$ cat config.mk
export PLATFORM = sky130hd
export DESIGN_NAME = axi_wr_sched
export DESIGN_NICKNAME = d
export VERILOG_FILES = /design/src/rtl/axi_wr_sched.sv
export SDC_FILE = /design/constraint.sdc
export NUM_CORES = 1
export LEC_CHECK = 0
export BUFFER_PORTS_ARGS = -buffer_cell sky130_fd_sc_hd__buf_2
export CORE_UTILIZATION = 57
export DETAILED_ROUTE_END_ITERATION = 16
export GPL_TIMING_DRIVEN = 1
export HOLD_SLACK_MARGIN = 0.02
export PLACE_DENSITY_LB_ADDON = 0.08
export SKIP_CTS_REPAIR_TIMING = 1
export SYNTH_ARGS = -nofsm -noshare
export SYNTH_HDL_FRONTEND = slang
export SYNTH_SLANG_ARGS = --single-unit
$ cat constraint.sdc
create_clock -name aclk -period 7.6 [get_ports aclk]
set_clock_uncertainty 0.05 [all_clocks]
set_input_delay 0.38 -clock aclk [delete_from_list [all_inputs] [get_ports aclk]]
set_output_delay 0.38 -clock aclk [all_outputs]
set_load 0.005 [all_outputs]
$ cat src/rtl/axi_wr_sched.sv
// Write-channel scheduler for an N-to-1 AXI write path: round-robin AW arbitration with the
// grant locked across AW, all W beats and B; checks WLAST against AWLEN and times out on B.
module axi_wr_sched #(
  parameter int SLAVE_NUM = 2,
  parameter int LEN_WIDTH = 8,
  parameter int TIMEOUT   = 1024,
  localparam int IDX_W    = (SLAVE_NUM > 1) ? $clog2(SLAVE_NUM) : 1
) (
  input  logic                           aclk,
  input  logic                           areset,
  input  logic [SLAVE_NUM-1:0]           s_awvalid,
  input  logic [LEN_WIDTH*SLAVE_NUM-1:0] s_awlen,
  input  logic                           m_awready,
  input  logic                           m_wvalid,
  input  logic                           m_wready,
  input  logic                           m_wlast,
  input  logic                           m_bvalid,
  input  logic                           m_bready,
  output logic [IDX_W-1:0]               grant_idx,
  output logic [SLAVE_NUM-1:0]           grant_oh,
  output logic                           aw_en,
  output logic                           w_en,
  output logic                           b_en,
  output logic                           busy,
  output logic                           err_wlast,
  output logic                           err_timeout,
  output logic [1:0]                     dbg_state
);

  // Handshakes: a transfer happens on a cycle where valid and ready are both high while the
  // matching enable is set; valid never depends on ready.
  typedef enum logic [1:0] {S_IDLE = 2'd0, S_ADDR = 2'd1, S_DATA = 2'd2, S_RESP = 2'd3} state_e;

  localparam int               CNT_W    = (TIMEOUT > 1) ? $clog2(TIMEOUT) : 1;
  localparam logic [CNT_W-1:0] CNT_LAST = CNT_W'((TIMEOUT > 0) ? TIMEOUT - 1 : 0);
  localparam logic [IDX_W-1:0] IDX_LAST = IDX_W'(SLAVE_NUM - 1);

  state_e               state_q, state_d;
  logic [IDX_W-1:0]     grant_idx_q, grant_idx_d;
  logic [IDX_W-1:0]     last_grant_q, last_grant_d;
  logic [SLAVE_NUM-1:0] grant_oh_q, grant_oh_d;
  logic [LEN_WIDTH-1:0] beat_left_q, beat_left_d;
  logic                 wdone_q, wdone_d;
  logic [CNT_W-1:0]     cnt_q, cnt_d;

  logic [IDX_W-1:0]     pick_idx, scan_idx;
  logic [SLAVE_NUM-1:0] pick_oh;
  logic [LEN_WIDTH-1:0] pick_len;
  logic                 pick_found;
  logic                 aw_hs, w_hs, b_hs, last_beat, w_done, timeout_hit;

  // Scan starts one past the last winner and wraps, so every requester gets a turn.
  always_comb begin
    pick_idx   = '0;
    pick_found = 1'b0;
    scan_idx   = (last_grant_q == IDX_LAST) ? '0 : last_grant_q + 1'b1;
    for (int i = 0; i < SLAVE_NUM; i++) begin
      if (!pick_found && s_awvalid[scan_idx]) begin
        pick_found = 1'b1;
        pick_idx   = scan_idx;
      end
      scan_idx = (scan_idx == IDX_LAST) ? '0 : scan_idx + 1'b1;
    end
    pick_oh           = '0;
    pick_oh[pick_idx] = 1'b1;
    pick_len          = '0;
    for (int i = 0; i < SLAVE_NUM; i++) begin
      if (pick_idx == IDX_W'(i)) pick_len = s_awlen[i*LEN_WIDTH +: LEN_WIDTH];
    end
  end

  assign aw_en       = (state_q == S_ADDR);
  assign w_en        = ((state_q == S_ADDR) && !wdone_q) || (state_q == S_DATA);
  assign b_en        = (state_q == S_RESP);
  assign busy        = (state_q != S_IDLE);
  assign grant_idx   = grant_idx_q;
  assign grant_oh    = grant_oh_q;
  assign dbg_state   = state_q;

  assign aw_hs       = aw_en & m_awready & s_awvalid[grant_idx_q];
  assign w_hs        = w_en & m_wvalid & m_wready;
  assign b_hs        = b_en & m_bvalid & m_bready;
  assign last_beat   = (beat_left_q == '0);
  // The burst ends at the first of WLAST or the counted last beat; a disagreement is flagged.
  assign w_done      = w_hs & (m_wlast | last_beat);
  assign err_wlast   = w_done & (m_wlast != last_beat);
  assign timeout_hit = (TIMEOUT != 0) && (cnt_q == CNT_LAST);

  always_comb begin
    state_d      = state_q;
    grant_idx_d  = grant_idx_q;
    grant_oh_d   = grant_oh_q;
    last_grant_d = last_grant_q;
    beat_left_d  = beat_left_q;
    wdone_d      = wdone_q;
    cnt_d        = '0;
    err_timeout  = 1'b0;
    if (w_hs && !last_beat) beat_left_d = beat_left_q - 1'b1;
    if (w_done) wdone_d = 1'b1;
    case (state_q)
      S_IDLE: begin
        if (pick_found) begin
          state_d     = S_ADDR;
          grant_idx_d = pick_idx;
          grant_oh_d  = pick_oh;
          beat_left_d = pick_len;
          wdone_d     = 1'b0;
        end
      end
      S_ADDR: begin
        if (aw_hs) state_d = (wdone_q || w_done) ? S_RESP : S_DATA;
      end
      S_DATA: begin
        if (w_done) state_d = S_RESP;
      end
      S_RESP: begin
        cnt_d = cnt_q + 1'b1;
        if (b_hs || timeout_hit) begin
          err_timeout  = !b_hs;
          last_grant_d = grant_idx_q;
          grant_oh_d   = '0;
          state_d      = S_IDLE;
        end
      end
      default: state_d = S_IDLE;
    endcase
  end

  always_ff @(posedge aclk or posedge areset) begin
    if (areset) begin
      state_q      <= S_IDLE;
      grant_idx_q  <= '0;
      grant_oh_q   <= '0;
      last_grant_q <= IDX_LAST;
      beat_left_q  <= '0;
      wdone_q      <= 1'b0;
      cnt_q        <= '0;
    end else begin
      state_q      <= state_d;
      grant_idx_q  <= grant_idx_d;
      grant_oh_q   <= grant_oh_d;
      last_grant_q <= last_grant_d;
      beat_left_q  <= beat_left_d;
      wdone_q      <= wdone_d;
      cnt_q        <= cnt_d;
    end
  end

endmodule

## Word level (Yosys, flattened, before mapping)

Index checks and enable logic that the tools add are counted.

| operators by class | value |
|---|---|
| muxes and demuxes | 32 |
| reductions and logical operators | 19 |
| order comparisons | 5 |
| eq/ne operators | 9 |
| add/subtract/negate cells | 4 |
| bitwise operators | 9 |

Operators with widths:

| operator | number |
|---|---|
| 8-bit 2-to-1 mux | 4 |
| 1-bit 2-to-1 mux | 19 |
| 10-bit by 1-bit adder with 10-bit output, second input constant | 1 |
| 10-bit == test, second input constant | 1 |
| 10-bit 2-to-1 mux | 1 |
| 2-bit 2-to-1 mux | 5 |
| 1-bit AND | 8 |
| 8-bit logical NOT | 1 |
| 1-bit by 2-bit < comparator with 1-bit output, second input constant | 4 |
| 2-bit case mux with 4 select lines | 1 |
| 8-bit by 1-bit subtractor with 8-bit output, second input constant | 1 |
| 2-bit == test, second input constant | 2 |
| 1-bit logical AND | 4 |
| 1-bit logical NOT | 4 |
| 2-bit by 1-bit != test with 1-bit output, second input constant | 2 |
| 2-bit != test, second input constant | 2 |
| 2-bit case mux with 2 select lines | 1 |
| 2-bit AND reduction | 2 |
| 4-bit AND reduction | 1 |
| 2-bit nonzero test | 2 |
| 1-bit logical OR | 3 |
| 3-bit AND reduction | 1 |
| 1-bit adder, second input constant | 2 |
| 2-bit by 1-bit == test with 1-bit output, second input constant | 1 |
| other kinds (5) | 5 |

| word-level totals | value |
|---|---|
| register bits | 25 |
| logic and storage cells | 85 |
| input port bits | 26 |
| output and inout port bits | 11 |

## Longest topological paths before layout

| depth | value |
|---|---|
| depth in word-level cells | 14 |
| depth in mapped cells | 9 |
| mapped depth without buffers | 8 |

## Least setup slack after synthesis

No wires, ideal clock.

| path | value |
|---|---|
| kind | register to register |
| start point | reg beat_left_q[2] |
| end point | reg state_q[1] (netlist: dbg_state[1]) |
| library setup time | 125 ps |
| buffers on the path | 1 |
| clock period less this slack | 2639 ps |
| arrival | 2464 ps |
| required time | 7425 ps |
| stages on the path, launching flop included | 9 |
| setup slack | 4961 ps |
| cells stage by stage | dfrtp_1 > or4_4 > nor4b_2 > buf_2 > inv_1 > ha_1 > o21ai_0 > and4_1 > mux2_2 |

| on the way | value |
|---|---|
| word-level cells in the longest chain between the ends | 5 |

Ends and longest elaborated chain:

| element | line | source |
|---|---|---|
| from (decl) | 42 | `logic [LEN_WIDTH-1:0] beat_left_q, beat_left_d;` |
| from (signal assigned) | 143 | `beat_left_q <= beat_left_d;` |
| 8-bit logical NOT | 83 | `assign last_beat = (beat_left_q == '0);` |
| 1-bit bitwise OR | 85 | `assign w_done = w_hs & (m_wlast \| last_beat);` |
| 1-bit AND | 85 |  |
| 2-bit != test (no source line) | n/a |  |
| 4-bit AND reduction (no source line) | n/a |  |
| to (signal assigned) | 139 | `state_q <= state_d;` |
| to (decl) | 38 | `state_e state_q, state_d;` |

Every way passes these cells.
A chain may end at the register's enable or synchronous reset.

## Worst setup path after layout

| path | value |
|---|---|
| start point | reg beat_left_q[2] |
| end point | out err_wlast |

| on the way | value |
|---|---|
| word-level cells in the longest chain between the ends | 4 |
| elaborated cells between the ends (all ways) | 5 |
| those cells by class | eq/ne (1); bitwise (3); reduce/logical (1) |

Ends and longest elaborated chain:

| element | line | source |
|---|---|---|
| 8-bit logical NOT * | 83 |  |
| 1-bit bitwise OR | 85 |  |
| 1-bit AND | 85 |  |
| 1-bit AND * | 86 | `assign err_wlast = w_done & (m_wlast != last_beat);` |
| to (decl) | 25 | `output logic err_wlast,` |

Mark *: on every way between the ends. The rest lies on a longest branch, timed or not.

==> metrics.md <==
| Metric | Value |
|---|---|
| Cells on worst reg2reg path | `7` |
| VDD IR max | `0.278 mV` |
| Area leader, netlist | `dfrtp_1` |
| Final nets | `238` |
| Tot GR Track Use | `0.247` |
| Crit. End Element | `primary output` |
| TritonCTS clock tree | `built` |
| Sequential fraction of the synthesis area | `0.412` |
| Area delta synth->final | `16.0%` |
| Max incr delay on CP | `0.76 ns` |
| Met1 wire length | `1480 microns` |
| Capturing point of the worst reg2reg path | `dbg_state[1]` |
| Worst r2r src | `beat_left_q[2]` |
| Initial antenna violation count | `0` |
| Reg2reg setup slack | `4.45 ns` |
| Share of layout cells above drive strength 1 | `0.241` |
| Relative slew slack | `0.355` |
| Clk slew on worst S/H paths | `0.14 ns` |
| Clk sinks | `25` |
| Critical path's slowest cell | `nor4b_2` |
| Max Freq | `303 MHz` |
| Gpl congestion | `approximately 0.79` |
| Vias in the first global route | `1248` |
| Crit path DAT | `2.87 ns` |
| MaxCap Viol Count | `0` |
| Final cycle utilization of the critical path | `0.435` |
| Starting density of the core | `0.609` |
| Io pins | `37` |
| Kind of critical path | `register to primary output` |
| Placed wire-length estimate | `about 2400 microns` |
| Final min period | `3.30 ns` |
| Mapped Nets | `199` |
| Core ar. | `~0.0025 sq mm` |
| H-tree depth | `1` |
| DIE HEIGHT | `53.7 microns` |
| Synth top area cells | `dfrtp_1, ha_1, o21ai_0, a211oi_1, nor2b_1` |
| Routed len/inst | `14.1 microns` |
| Cell Rows | `18` |
| Static leakage | `approximately 0.79 nW` |
| Most numerous cell in the Yosys netlist | `dfrtp_1` |
| Mapped Area | `0.00152 sq mm` |
| Vias per inst | `5.83` |
| Initial drt markers | `19` |
| Port bufs | `36` |
| Yosys warns | `0` |
| Highest routed metal layer | `met4` |
| Drt pass-1 iters | `4` |
| CTS Buf Count | `3` |
| RSZ-0062 raised after global routing | `no` |
| Mapped Cells | `approximately 170` |
| Clk buf depth | `2` |
| Worst path cell trace | `or4_4 -> nor4b_2 -> inv_1 -> ha_1 -> nor2_1 -> and2_1 -> buf_2` |
| Die footprint | `between 0.002 and 0.003 sq mm` |
| Post-synth EDFFs | `0` |
| Slew Viols, Final | `0` |
| Worst Hold Class | `input port to asynchronous set/reset pin` |
| First-pass GRT wire length | `~5100 microns` |
| Final wirelength | `3280 microns` |
| Storage element area | `627 sq um` |
| Met3 Wirelength | `107 microns` |
| Worst Max-Slew Pin Slew | `0.966 ns` |
| Syn_area_per_cell | `about 9.2 sq um` |
| DR WL met2 | `roughly 1600 microns` |
| Placed cell areas | `0.00174 sq mm` |
| CP bufs+invs | `2` |
| Top cell type's share of synthesized area | `0.395` |
| CTS root buffer | `clkbuf_4` |
| Largest net degree at the start of global routing | `26` |
| Post-synth top cells | `dfrtp_1, o21ai_0, nor2_1` |
| Crit path required time | `7.17 ns` |
| Pwr Density | `298 mW/mm^2` |
| Setup TNS | `0 ns` |
| Outcome | `finished clean` |
| DRC violations left | `0` |
| Antenna Nets Post-Route | `0` |
| Top_reg_cell synth | `dfrtp_1` |
| # diodes | `0` |
| Seq cells post-synth | `25` |
| Layout fillers | `approximately 220` |
| Post-synth ARST share | `1.00` |
| Post-synthesis cell type count | `41` |
| Vias | `1359` |
| Crit start category | `register` |
| Final Hold Fails | `0` |
| Final Cell Area | `0.00177 sq mm` |
| CP delay by family, top | `simple AND/OR/NAND/NOR gates` |
| Die width | `roughly 54 microns` |
| Setup violators final | `0` |
| Clk Latency, worst-skew pair | `0.33 ns` |
| Multi-input logic area | `837 sq um` |
| Grt total ovfl | `0` |
| Critical path peak fanout | `14` |
[registers in the layout, indices dropped and copies added (netlist names)]
| register | flops |
|---|---|
| cnt_q | 10 |
| beat_left_q | 8 |
| dbg_state | 2 |
| grant_oh | 2 |
| grant_idx | 1 |
| last_grant_q | 1 |
| wdone_q | 1 |
[worst max path at each step]
| stage | depth (start not counted) | startpoint | end |
|---|---|---|---|
| 4_1_cts | 7 | beat_left_q[2] | err_wlast |
| 2_1_floorplan | 8 | beat_left_q[2] | dbg_state[1] |
| 3_5_place_dp | 7 | beat_left_q[2] | dbg_state[1] |
| 6_report | 7 | beat_left_q[2] | err_wlast |
| 3_3_place_gp | 7 | beat_left_q[2] | dbg_state[1] |
| 5_1_grt | 7 | beat_left_q[2] | err_wlast |
[logic make-up (layout without fill, tap and decap cells)]
family                   count (synthesis)  after routing  synth area share
AO/OA/AOI/OAI                           50             50             0.215
XOR/XNOR                                 5              5            0.0288
adder cells (fa/ha/maj)                  8              8            0.0658
flip-flops                              25             25             0.412
buffers and inverters                   15             53            0.0378
AND/OR/NAND/NOR                         59             59             0.219
multiplexers                             3              3            0.0214
[cells in the final DEF, fill, tap and decap left out, types with 3 or more instances in the layout]
master    count
buf_2        36
dfrtp_1      24
o21ai_0      14
nor2_1       12
inv_1        10
nand2_1       9
nor2b_1       9
a211oi_1      8
a31oi_1       8
ha_1          8
or3_1         7
nand3_1       5
or4_1         4
a21oi_1       4
xor2_1        3
clkbuf_4      3
[power by group]
part / total [W] / switching, W / internal [W]
combinational: 0.000240 / 0.000132 / 0.000108
sequential: 0.000223 / 0.0000443 / 0.000179
clock: 0.0000624 / 0.0000426 / 0.0000198
[per-stage QoR]
step                hold slack (ns)  cells  setup slack (ns)  total power (W)   util
detailed placement            0.403    229              4.48         0.000463  0.695
finish                        0.193    233              4.30         0.000526  0.706
global placement              0.388    229              4.63         0.000446  0.695
global route                  0.283    233              4.05         0.000567  0.706
floorplan                     0.357    165              4.96         0.000379      -
CTS                           0.219    233              4.28         0.000527  0.706
[layout make-up]
cell class / instances / area share
multi-input cells: 125 / 0.474
flip-flops and latches: 25 / 0.355
repair buffers: 38 / 0.111
inverters: 11 / 0.0234
well taps: 30 / 0.0213
clock buffers: 3 / 0.0128
clock inverters: 1 / 0.00283
[worst reg2reg max path, stage by stage (launching register included)]
cell,delay (ns)
dfrtp_1,0.47
or4_4,0.58
nor4b_2,0.76
inv_1,0.11
ha_1,0.25
o21ai_0,0.25
and4_1,0.26
mux2_2,0.34
[metal layers]
| metal | vias up | track usage |
|---|---|---|
| li1 | 686 | - |
| met1 | 631 | 0.297 |
| met2 | 35 | 0.434 |
| met3 | 7 | 0.0311 |
| met4 | 0 | 0.110 |
| met5 | - | 0 |
No activity file was read; power rests on OpenSTA's default activity.
